File: config.mk
export PLATFORM = sky130hd
export DESIGN_NAME = arb_rr
export DESIGN_NICKNAME = d
export VERILOG_FILES = /design/src/rtl/arb_rr.sv
export SDC_FILE = /design/constraint.sdc
export NUM_CORES = 1
export LEC_CHECK = 0
export BUFFER_PORTS_ARGS = -buffer_cell sky130_fd_sc_hd__clkbuf_2
export CORE_AREA = 2 2 389 391
export CTS_CLUSTER_DIAMETER = 150
export DETAILED_ROUTE_END_ITERATION = 7
export DIE_AREA = 0 0 391 393
export PLACE_DENSITY_LB_ADDON = 0.25
export SYNTH_ARGS = -nofsm -noshare
export SYNTH_HDL_FRONTEND = slang
export SYNTH_SLANG_ARGS = --single-unit
File: constraint.sdc
create_clock -name clk -period 3.8 [get_ports clk]
set_input_delay 0.76 -clock clk [delete_from_list [all_inputs] [get_ports clk]]
set_output_delay 0.76 -clock clk [all_outputs]
set_load 0.02 [all_outputs]
File: src/rtl/arb_rr.sv
// rtl/arb_rr.sv - round-robin / fixed-priority arbiter sharing one memory port among NREQ requesters
// Owner is granted one edge after a request is seen in IDLE and released on rdy_m, request drop or timeout.
module arb_rr #(
    parameter int NREQ = 4,
    parameter int AW   = 64,
    parameter int DW   = 64,
    parameter int MODE = 0,
    parameter int TMO  = 0
) (
    input  logic                 clk,
    input  logic                 reset,
    input  logic [NREQ*AW-1:0]   addr_a,
    input  logic [NREQ*DW-1:0]   dout_a,
    output logic [NREQ*DW-1:0]   din_a,
    input  logic [NREQ-1:0]      req_a,
    input  logic [NREQ-1:0]      wr_a,
    output logic [NREQ-1:0]      rdy_a,
    output logic [NREQ-1:0]      gnt_a,
    output logic [NREQ-1:0]      err_a,
    output logic [AW-1:0]        addr_m,
    output logic [DW-1:0]        dout_m,
    input  logic [DW-1:0]        din_m,
    output logic                 req_m,
    output logic                 wr_m,
    input  logic                 rdy_m,
    output logic                 busy
);

    localparam int IW = (NREQ > 1) ? $clog2(NREQ) : 1;
    localparam int TW = (TMO > 0) ? $clog2(TMO + 1) : 1;

    typedef enum logic {
        IDLE = 1'b0,
        BUSY = 1'b1
    } state_t;

    state_t          state, state_nx;
    logic [IW-1:0]   cur, cur_nx;
    logic [IW-1:0]   last, last_nx;
    logic [IW-1:0]   pick;
    logic            found;
    logic [IW:0]     sum;
    logic [TW-1:0]   tcnt, tcnt_nx;
    logic [NREQ-1:0] gnt_nx, err_nx;

    // Owner selection: rotating search starting just after the previous owner, or lowest index
    always_comb begin
        pick  = '0;
        found = 1'b0;
        sum   = '0;
        if (MODE == 1) begin
            for (int i = 0; i < NREQ; i++) begin
                if (!found && req_a[i]) begin
                    pick  = IW'(i);
                    found = 1'b1;
                end
            end
        end else begin
            for (int i = 1; i <= NREQ; i++) begin
                sum = {1'b0, last} + (IW+1)'(i);
                if (sum >= (IW+1)'(NREQ)) begin
                    sum = sum - (IW+1)'(NREQ);
                end
                if (!found && req_a[sum[IW-1:0]]) begin
                    pick  = sum[IW-1:0];
                    found = 1'b1;
                end
            end
        end
    end

    always_comb begin
        state_nx = state;
        cur_nx   = cur;
        last_nx  = last;
        tcnt_nx  = tcnt;
        gnt_nx   = gnt_a;
        err_nx   = '0;
        case (state)
            IDLE: begin
                if (|req_a) begin
                    state_nx = BUSY;
                    cur_nx   = pick;
                    gnt_nx   = NREQ'(1) << pick;
                    tcnt_nx  = '0;
                end
            end
            BUSY: begin
                // Completion beats both a dropped request and a coincident timeout
                if (rdy_m || !req_a[cur]) begin
                    state_nx = IDLE;
                    last_nx  = cur;
                    gnt_nx   = '0;
                    tcnt_nx  = '0;
                end else if (TMO > 0 && tcnt == TW'(TMO - 1)) begin
                    state_nx = IDLE;
                    last_nx  = cur;
                    gnt_nx   = '0;
                    tcnt_nx  = '0;
                    err_nx   = NREQ'(1) << cur;
                end else if (TMO > 0) begin
                    tcnt_nx = tcnt + TW'(1);
                end
            end
            default: state_nx = IDLE;
        endcase
    end

    always_ff @(posedge clk or negedge reset) begin
        if (!reset) begin
            state <= IDLE;
            cur   <= '0;
            last  <= IW'(NREQ - 1);
            tcnt  <= '0;
            gnt_a <= '0;
            err_a <= '0;
        end else begin
            state <= state_nx;
            cur   <= cur_nx;
            last  <= last_nx;
            tcnt  <= tcnt_nx;
            gnt_a <= gnt_nx;
            err_a <= err_nx;
        end
    end

    assign busy  = (state == BUSY);
    assign din_a = {NREQ{din_m}};

    always_comb begin
        rdy_a  = '0;
        addr_m = '0;
        dout_m = '0;
        wr_m   = 1'b0;
        req_m  = 1'b0;
        if (state == BUSY) begin
            rdy_a[cur] = rdy_m;
            addr_m     = addr_a[cur*AW +: AW];
            dout_m     = dout_a[cur*DW +: DW];
            wr_m       = wr_a[cur];
            req_m      = req_a[cur];
        end
    end

endmodule

-- Yosys cells after proc, flatten, opt, wreduce, memory -nomap -nowiden
Index checks and enable logic that the tools add are counted.
- bits in registers: 9
- bits in latches: 0
- bits in writable memories: 0
- bits in read-only memories: 0
- bits of input ports: 587
- output and inout bits: 399
- word-level logic and storage cells: 78
- memories kept: 0
- add/subtract/negate cells: 8
- $mul: 0
- divide/modulo/power cells: 0
- $lt $le $gt $ge: 10
- equal/unequal tests: 2
- shift operators: 3
- muxes and demuxes: 36
- bitwise logic cells: 2
- reduce and logical (&&, ||, !) cells: 13
- operator list (operator ; count):
    256-bit by 9-bit variable part select with 64-bit output ; 2
    64-bit 2-to-1 mux ; 2
    2-bit 2-to-1 mux ; 8
    2-bit by 3-bit < comparator with 1-bit output (second input constant) ; 5
    1-bit 2-to-1 mux ; 14
    1-bit binary-select mux with 2-bit select ; 6
    3-bit greater-or-equal comparator (second input constant) ; 4
    4-bit 2-to-1 mux ; 3
    4-bit one-hot mux with 2 select lines ; 1
    2-bit by 1-bit subtractor with 2-bit output (second input constant) ; 4
    2-bit by 2-bit adder with 3-bit output (second input constant) ; 2
    2-bit AND reduction ; 3
    4-bit AND ; 1
    1-bit logical AND ; 4
    1-bit zero test ; 4
    4-bit OR reduction ; 1
    1-bit by 2-bit left shift with 4-bit output (first input constant) ; 1
    2-bit by 1-bit adder with 3-bit output (second input constant) ; 1
    2-bit by 3-bit adder with 3-bit output (second input constant) ; 1
    1-bit demux with 2-bit select ; 1
    2-bit by 1-bit greater-or-equal comparator with 1-bit output (second input constant) ; 1
    2-bit by 1-bit inequality test with 1-bit output (second input constant) ; 1
    2-bit inequality test (second input constant) ; 1
    1-bit one-hot mux with 2 select lines ; 1
    other kinds (2) ; 2

-- Longest topological paths before layout
Gate-level depths: netlist of the first run.
- depth after elaboration: 18
- gate-level depth with buffers: 5
- gate-level depth less buffers: 4

-- Worst setup path before layout of the first run
OpenSTA, ideal clock, no wires.
- path kind: reg-to-output
- start point: reg state (netlist: busy)
- end point: out rdy_a[0]
- data arrival time: 1474 ps
- data required time: 3040 ps
- slack: 1566 ps
- stages on the path, launching flop included: 5
- buffers on the path: 2
- path through: dfrtp_1 buf_2 clkbuf_1 nand2_1 nor3_1
- cells in the longest elaborated chain, start to end: 1
- ends and longest elaborated chain (element ; line ; RTL):
    from (decl) ; 37 ; state_t state, state_nx;
    from (signal assigned) ; 118 ; state <= state_nx;
    4-bit 2-to-1 mux ; 136 ; if (state == BUSY) begin
    to (decl) ; 17 ; output logic [NREQ-1:0] rdy_a,
Every way passes these cells.

-- Worst setup path in the final report of the first run
- start point: reg cur[0]
- end point: out dout_m[7]
- cells in the longest elaborated chain, start to end: 2
- ends and longest elaborated chain (element ; line ; RTL):
    from (decl) ; 38 ; logic [IW-1:0] cur, cur_nx;
    from (signal assigned) ; 119 ; cur <= cur_nx;
    256-bit by 9-bit variable part select with 64-bit output ; 139 ; dout_m = dout_a[cur*DW +: DW];
    64-bit 2-to-1 mux ; 136 ;
    to (decl) ; 21 ; output logic [DW-1:0] dout_m,
Every way passes these cells.

==> results of run 1 <==
==> sequential cells by signal (all words and copies together) (netlist names) <==
signal	flops
busy	1
cur	2
gnt_a	4
last	2
==> final timing paths <==
check                                         start                   to  slack, ns  cells after the start
worst max-delay path             cur[0]$_DFFE_PN0P_            dout_m[7]       0.61                      5
worst max register to register   cur[1]$_DFFE_PN0P_  last[0]$_DFFE_PN1P_       1.84                      4
max in group asynchronous                     reset  last[0]$_DFFE_PN1P_       3.14                      1
worst min register to register  last[1]$_DFFE_PN1P_  last[1]$_DFFE_PN1P_       0.54                      2
worst min-delay path                          reset   cur[1]$_DFFE_PN0P_       0.39                      1
min in group clk                last[1]$_DFFE_PN1P_  last[1]$_DFFE_PN1P_       0.54                      2
==> cells in the final DEF (no fill, tap or decap), types with 2 or more instances in the layout <==
master | netlist | routed
inv_1 | 2 | 2
a21o_1 | 2 | 2
buf_12 | 8 | 6
nand2_1 | 8 | 8
mux2i_1 | 3 | 3
diode_2 | 0 | 10
clkbuf_16 | 0 | 3
and2_1 | 129 | 129
mux4_2 | 129 | 129
o21ai_0 | 3 | 3
dfstp_2 | 2 | 2
buf_4 | 260 | 10
o22ai_1 | 4 | 4
clkbuf_2 | 0 | 661
nor2_1 | 5 | 5
dfrtp_1 | 7 | 4
dfrtp_4 | 0 | 3
nor3_1 | 2 | 2
nand2b_1 | 6 | 6
conb_1 | 1 | 4
==> layer usage <==
layer  vias to the layer above  track usage
li1                       2738            -
met1                      3168      0.06661
met2                       601       0.1604
met3                       181      0.03107
met4                        24      0.03868
met5                         -    0.0006380
==> stage by stage <==
| stage | hold WS (ns) | util | cells | worst slack [ns] |
|---|---|---|---|---|
| after floorplan | 0.4644 | - | 623 | 1.566 |
| after detailed placement | 0.5371 | 0.06833 | 2939 | 0.7320 |
| after global routing | 0.4006 | 0.06894 | 2948 | 0.4031 |
| final | 0.3892 | 0.06902 | 2953 | 0.6142 |
| after CTS | 0.3932 | 0.06885 | 2943 | 0.4679 |
| after global placement | 0.5335 | 0.06833 | 2939 | 0.7263 |
==> cell type report <==
type | instances | area (sq um)
multi-input combinational | 307 | 4015
fill | 17700 | 138900
sequential | 9 | 239.0
timing repair buffer | 677 | 3503
antenna | 10 | 25.02
clock buffer | 4 | 78.83
tap | 1944 | 2432
inverter | 2 | 7.507
==> worst max-delay path, delay by kind of cell, from the launching register on <==
family	cells	cell delay, ns
buffers and inverters	3	0.72
flip-flops	1	0.71
multiplexers	1	0.53
AND/OR/NAND/NOR	1	0.17
==> cells by family (layout without fill, tap and decap cells) <==
kind of cell    Yosys count  count (layout)
buf+inv                 307             683
simple gates            154             154
flops                     9               9
compound gates           16              16
other cells               1              14
mux                     133             133
==> report_power, final <==
group	leakage (nW)	internal (W)	switching, W	total [W]
logic	4.18	0.00251	0.00352	0.00603
registers	0.106	0.000160	0.000287	0.000447
clock network	0.0382	0.000141	0.0000486	0.000189
==> impl_metrics.ini, run 1 <==
[routing]
antenna_left = 0
routed_wl_um = 64130
route.top_layer_used = met5
wl_met1_um = 17510
dr_wl_met2_um = 35720
drc = 0
drt-initial-drc-count = 204
detail_route.vias_per_cell = 2.273
firstDrtPassIters = 4
wl_per_cell_um = 21.72
met3_length_um = 7295
vias = 6712

[cts]
cts_buffers = 3
postCtsHoldBufs = 0
clkLatencyLatePin_ns = 0.24
cts_resized = 0
cts.sinks = 9
cts_tree = done
root_buffer = clkbuf_16
clock_path_buffers = 2
htree_levels = 1
postCtsSetupBuffers = 0
cts.clk_slew.worst_paths_ns = 0.04

[global_routing]
grt_pass1_vias = 7449
grt_first_pass_wirelength_um = 78360
gr-total-overflow = 0
antenna_found_initial = 48
grt.total_usage = 0.07974
grt_max_degree = 69

[synth]
synth.area.top_cells = mux4_2, buf_4, and2_1
synthArstFlopShare = 1.000
muxShareOfSynthArea = 0.4493
synth_cell_types = 31
synth_seq_cells = 9
avgSynthCellArea_sq_um = 10.58
synth_common_cells = buf_4, and2_1, mux4_2
yosysSeqAreaShare = 0.03473
synth_compound_area_frac = 0.01908
synth_edf_count = 0
syn_inst = 620
synthAdderAreaFrac = 0
ys.flop_type = dfrtp_1
synth_xor_area_frac = 0
synth_top_area_frac = 0.4430
ys_warn_count = 0
yosys.area.top_type = mux4_2
synth_most_common_cell = buf_4
synth_top_family_by_area = multiplexers
synth-simple-area-share = 0.1416
synth_area_sq_um = 6558

[setup_path]
cp_max_fo = 26
critPathRequiredTime_ns = 3.04
arrival_ns = 2.43
path_class = reg2out
startpoint_type = register
crit_chain = buf_12 > buf_4 > mux4_2 > and2_1 > clkbuf_2
cp-end-kind = primary output
cpMaxStageDelayCell = dfrtp_4
max_stage_delay_ns = 0.71

[final_layout]
post_route_cells_drive_above_1_share = 0.8168
postLayoutCellArea_sq_um = 10300
nNetsFinal = 1587
syn_to_final_growth_pct = 57.09

[sta]
period_share = 0.8384
drv_slew = 0
setup_viol = 0
finalClockSkew_ns = 0.005040
period_needed_ns = 3.186
tightest_slew_ns = 0.8713
setup_tns_ns = 0
relSlewSlack = 0.4191
fmax_ghz = 0.3139
hold_viol_final = 0
rsz0062_at_grt = false

[place]
place_area_sq_um = 10200
gp_congestion = 0.8364
port_buffers = 661
dp.final_hpwl_um = 59890

[power_and_ir_drop]
p_per_area_nw_per_um2 = 646.7
finalPower_w = 0.006661
leakage_nw = 4.323
ir_worst_vdd_mv = 0.2722

[worst_hold_path]
hold_class = in2async

[die]
start_util = 0.04394
num_rows = 142
die_x_um = 391
die_h_um = 393
die-area_sq_um = 153700
coreArea_sq_um = 149200
io_pins = 986

[flow_run]
maxCapViolations = 0

[run_status]
status = completed
(Power assumes the default switching activity.)
==> run 2: changes to the inputs <==
--- a/config.mk
+++ b/config.mk
@@ -6,10 +6,10 @@
 export NUM_CORES = 1
 export LEC_CHECK = 0
 export BUFFER_PORTS_ARGS = -buffer_cell sky130_fd_sc_hd__clkbuf_2
-export CORE_AREA = 2 2 389 391
+export CORE_AREA = 2 2 386 388
 export CTS_CLUSTER_DIAMETER = 150
 export DETAILED_ROUTE_END_ITERATION = 7
-export DIE_AREA = 0 0 391 393
+export DIE_AREA = 0 0 388 390
 export PLACE_DENSITY_LB_ADDON = 0.25
 export SYNTH_ARGS = -nofsm -noshare
 export SYNTH_HDL_FRONTEND = slang
==> constraint.sdc (replaced) <==
create_clock -name clk -period 2.7 [get_ports clk]
set_input_delay 0.54 -clock clk [delete_from_list [all_inputs] [get_ports clk]]
set_output_delay 0.54 -clock clk [all_outputs]
set_load 0.02 [all_outputs]
==> run 2 against run 1 <==
Against the previous run:
- core utilization rose by 0.31 points
- non-clock buffer count rose by 19
- via count rose by 1.1%
- clock skew rose by 0.0022 ns
- clock-buffer cell count did not move
- sequential power rose by 6.5%
- wire length fell by 6.5%
==> impl_metrics.ini, run 2 (same netlist as run 1, synthesis figures left out) <==
[die]
die-area_sq_um = 151300
die_x_um = 388
start_util = 0.04457
io_pins = 986
coreArea_sq_um = 147100
die_h_um = 390
num_rows = 141

[routing]
vias = 6788
antenna_left = 0
drc = 0
wl_per_cell_um = 20.29
detail_route.vias_per_cell = 2.297
routed_wl_um = 59970
drt-initial-drc-count = 231
firstDrtPassIters = 4

[worst_hold_path]
hold_class = in2async

[final_layout]
nNetsFinal = 1606
syn_to_final_growth_pct = 61.80
largest_reg_flops = 4
final_common_cell = clkbuf_2
reg_top3 = gnt_a (4), cur (2), last (2)
layout_common_cells = clkbuf_2, mux4_2, and2_1, buf_4, buf_12
post_route_cells_drive_above_1_share = 0.8212
final_core_util = 0.07211
postLayoutCellArea_sq_um = 10610
top_register = gnt_a

[cts]
root_buffer = clkbuf_16
cts.sinks = 9
cts.clk_slew.worst_paths_ns = 0.05
clock_path_buffers = 2
htree_levels = 1
postCtsHoldBufs = 0
clkLatencyLatePin_ns = 0.24
cts_tree = done
cts_buffers = 3

[place]
port_buffers = 661
gp_congestion = 0.8326
place_area_sq_um = 10470
dp.final_hpwl_um = 56130
place_ws_ns = 0.2014

[setup_path]
startpoint_type = register
arrival_ns = 2.10
reg2reg_slack_ns = 0.82
critPathRequiredTime_ns = 2.16
cp-end-kind = primary output
cp_max_fo = 15
path_class = reg2out

[sta]
fmax_ghz = 0.3790
finalClockSkew_ns = 0.007236
tightest_slew_ns = 0.6111
fin_ws_ns = 0.06139
relSlewSlack = 0.5926
hold_viol_final = 0
holdWs_ns = 0.1795
period_share = 0.9773
rsz0062_at_grt = true
setup_viol = 0
setup_tns_ns = 0
drv_slew = 0
period_needed_ns = 2.639

[global_routing]
antenna_found_initial = 49
grt.total_usage = 0.07567
grt_first_pass_wirelength_um = 74760
grt_max_degree = 50
gr-total-overflow = 0
grt_pass1_vias = 7585

[run_status]
status = completed

[power_and_ir_drop]
p_per_area_nw_per_um2 = 923.9
ir_worst_vdd_mv = 0.3987
leakage_nw = 4.478

[flow_run]
maxCapViolations = 0
run 2: per-layer routing:
layer / track usage / wire, um / vias up
met4: 0.03615 / 3449 / 34
met2: 0.1510 / 32650 / 615
met3: 0.02758 / 5749 / 170
li1: - / - / 2782
met1: 0.06568 / 17900 / 3187
met5: 0 / 218 / -
run 2: critical path: stages (launching register included):
cell and delay, ns:
dfrtp_4 0.44, buf_12 0.18, buf_12 0.19, mux4_2 0.59, and2_1 0.24, clkbuf_2 0.17
run 2: repair_timing:
| action | CTS | global route |
|---|---|---|
| setup endpoints to repair | 14 | 17 |
| gates resized for setup | 2 | 9 |
| gates cloned | 0 | 0 |
| buffers inserted | 1 | 0 |
| pin swaps | 0 | 0 |
run 2: per-stage QoR:
step / instances / total power [W]
floorplan: 623 / 0.006376
global placement: 2943 / 0.009859
detailed placement: 2943 / 0.009801
CTS: 2948 / 0.01016
global route: 2952 / 0.01049
finish: 2955 / 0.009803
run 2: power by group:
group | internal, W | switching, W
Combinational | 0.00401 | 0.00504
Sequential | 0.000227 | 0.000249
Clock | 0.000199 | 0.0000768
Total | 0.00443 | 0.00537
run 2: area by class of cell:
class	instances	area [sq um]
diodes	7	17.52
clock buffers	4	78.83
fillers	17430	136500
inverters	2	7.507
multi-input cells	307	4018
flip-flops and latches	9	239.0
well taps	1930	2415
repair buffers	696	3835
run 2: final timing paths:
path | startpoint | end | cells past startpoint
max | cur[0]$_DFFE_PN0P_ | dout_m[37] | 5
min | reset | busy$_DFF_PN0_ | 1
max reg2reg | busy$_DFF_PN0_ | cur[0]$_DFFE_PN0P_ | 4
min reg2reg | last[1]$_DFFE_PN1P_ | last[1]$_DFFE_PN1P_ | 2
max in group asynchronous | reset | last[1]$_DFFE_PN1P_ | 1
min in group clk | last[1]$_DFFE_PN1P_ | last[1]$_DFFE_PN1P_ | 2
==> run 3: changes to the inputs <==
--- a/config.mk
+++ b/config.mk
@@ -5,12 +5,14 @@
 export SDC_FILE = /design/constraint.sdc
 export NUM_CORES = 1
 export LEC_CHECK = 0
+export ABC_AREA = 1
 export BUFFER_PORTS_ARGS = -buffer_cell sky130_fd_sc_hd__clkbuf_2
-export CORE_AREA = 2 2 386 388
+export CORE_AREA = 2 2 379 381
 export CTS_CLUSTER_DIAMETER = 150
 export DETAILED_ROUTE_END_ITERATION = 7
-export DIE_AREA = 0 0 388 390
+export DIE_AREA = 0 0 381 383
 export PLACE_DENSITY_LB_ADDON = 0.25
+export SETUP_SLACK_MARGIN = 0.05
 export SYNTH_ARGS = -nofsm -noshare
 export SYNTH_HDL_FRONTEND = slang
 export SYNTH_SLANG_ARGS = --single-unit
==> run 3 against run 2 <==
Against the previous run:
- sequential power decreased by 33%
- register-to-register slack gained 0.09 ns
- non-clock buffer count up 24
- largest power group unchanged
==> impl_metrics.ini, run 3 <==
[sta]
rsz0062_at_grt = true
hold_viol_final = 0
finalClockSkew_ns = 0.0007821
drv_slew = 0
period_share = 0.9792
holdWs_ns = 0.1693
period_needed_ns = 2.644
tightest_slew_ns = 0.8905
fin_ws_ns = 0.05618
relSlewSlack = 0.4063
fmax_ghz = 0.3782
setup_viol = 0

[setup_path]
arrival_ns = 2.10
startpoint = cur[1]$_DFFE_PN0P_
critPathRequiredTime_ns = 2.16
cp-end-kind = primary output
reg2reg_from = cur[1]$_DFFE_PN0P_
reg2reg_slack_ns = 0.91
r2r_end = gnt_a[0]$_DFFE_PN0P_
rr_worst_depth = 10
cp_max_fo = 48
path_class = reg2out
crit_end = addr_m[60]
startpoint_type = register

[place]
gp_congestion = 0.8794
place_ws_ns = -0.04237
dp.final_hpwl_um = 51200
port_buffers = 661
place_area_sq_um = 9724

[global_routing]
antenna_found_initial = 34
grt_first_pass_wirelength_um = 74220
grt.total_usage = 0.07445
gr-total-overflow = 0
grt_pass1_vias = 8414
grt_max_degree = 62

[routing]
route.top_layer_used = met5
dr_wl_met2_um = 26970
routed_wl_um = 59050
drt-initial-drc-count = 587
antenna_left = 0
drc = 0
wl_met1_um = 23030
met3_length_um = 6516
vias = 8207
firstDrtPassIters = 5
detail_route.vias_per_cell = 2.615
wl_per_cell_um = 18.82

[power_and_ir_drop]
p_per_area_nw_per_um2 = 1049
leakage_nw = 4.268
finalPower_w = 0.01044
ir_worst_vdd_mv = 0.5563

[cts]
clkLatencyLatePin_ns = 0.23
cts_buffers = 3
cts.clk_slew.worst_paths_ns = 0.04
htree_levels = 1
root_buffer = clkbuf_16
cts_tree = done
clock_path_buffers = 2
cts.sinks = 9

[final_layout]
post_route_cells_drive_above_1_share = 0.6164
top_register = gnt_a
largest_reg_flops = 4
syn_to_final_growth_pct = 76.18
nNetsFinal = 1816
reg_top3 = gnt_a (4), cur (2), last (2)
final_core_util = 0.07001
final_common_cell = clkbuf_2
postLayoutCellArea_sq_um = 9960
layout_common_cells = clkbuf_2, a22oi_1, a21oi_1, buf_4, nand2_1

[synth]
ys_warn_count = 0
synth_most_common_cell = buf_4
yosysSeqAreaShare = 0.04028
synth.area.top_cells = buf_4, a22oi_1, a21oi_1
synth_seq_cells = 9
synthArstFlopShare = 1.000
synth_edf_count = 0
synth_cell_types = 28
yosys.area.top_type = buf_4
avgSynthCellArea_sq_um = 6.778
synth_top_area_frac = 0.3559
ys.flop_type = dfrtp_1
synth_area_sq_um = 5653
synth_common_cells = buf_4, a22oi_1, a21oi_1
syn_inst = 834

[die]
die-area_sq_um = 145900
start_util = 0.03974
coreArea_sq_um = 142300
die_h_um = 383
io_pins = 986
die_x_um = 381
num_rows = 139

[flow_run]
maxCapViolations = 0

[worst_hold_path]
hold_class = in2async

[run_status]
status = completed
-- run 3: cell count changes after synthesis, moves of 8 or more --
cell,change
nand2_2,+8
nand2_1,+30
a22oi_1,+258
buf_4,+8
and2_1,-129
buf_12,-8
nand3_1,+9
mux4_2,-129
inv_1,+10
buf_2,+38
a21oi_1,+131
-- run 3: layout make-up --
| class | instances | area (sq um) |
|---|---|---|
| antenna | 7 | 17.52 |
| clock buffer | 4 | 78.83 |
| fill | 17060 | 132300 |
| inverter | 16 | 75.07 |
| multi-input combinational | 479 | 3097 |
| sequential | 9 | 229.0 |
| tap | 1903 | 2381 |
| timing repair buffer | 720 | 4081 |
-- run 3: how the worst min path moves through the flow --
| stage | slack (ns) | endpoint | cells after the start |
|---|---|---|---|
| global route | 0.19 | gnt_a[3]$_DFFE_PN0P_ | 1 |
| finish | 0.17 | gnt_a[3]$_DFFE_PN0P_ | 1 |
| global placement | 0.43 | gnt_a[3]$_DFFE_PN0P_ | 1 |
| floorplan | 0.24 | busy$_DFF_PN0_ | 0 |
| CTS | 0.18 | gnt_a[3]$_DFFE_PN0P_ | 1 |
| detailed placement | 0.43 | gnt_a[3]$_DFFE_PN0P_ | 1 |
-- run 3: repair_timing --
action | in CTS | in global routing
cloned | 0 | 1
gates resized for setup | 10 | 4
setup endpoints to repair | 15 | 15
pin swaps | 2 | 2
setup buffers | 3 | 1
hold buffers | 0 | 0
-- run 3: power by group --
part | internal, W | switching, W
logic | 0.00343 | 0.00643
clock network | 0.000197 | 0.0000646
registers | 0.000208 | 0.000109
total | 0.00384 | 0.00661
-- run 3: metrics by stage --
step / cells / setup TNS [ns]
2_1_floorplan: 837 / 0
3_3_place_gp: 3122 / -0.02624
3_5_place_dp: 3122 / -0.1221
4_1_cts: 3129 / 0
5_1_grt: 3136 / 0
6_report: 3138 / 0
-- run 3: logic make-up (layout without fill, tap and decap cells) --
family | after synthesis | after routing | share of synthesized area
compound gates | 398 | 398 | 0.4697
buf+inv | 349 | 740 | 0.4228
flops | 9 | 9 | 0.04028
other cells | 1 | 11 | 0.0006634
simple gates | 77 | 77 | 0.06662
-- run 3: routing by layer --
metal | GRT usage | vias to the layer above
met3 | 0.03171 | 136
met2 | 0.1205 | 572
met4 | 0.02979 | 22
met1 | 0.08613 | 3843
met5 | 0 | -
li1 | - | 3634
-- run 3: worst max-delay path: stages (launching register included) --
cell and delay (ns):
dfrtp_1 0.44, inv_2 0.11, nand2_2 0.13, inv_6 0.05
buf_12 0.16, a22oi_1 0.53, a21oi_1 0.14, clkbuf_2 0.20
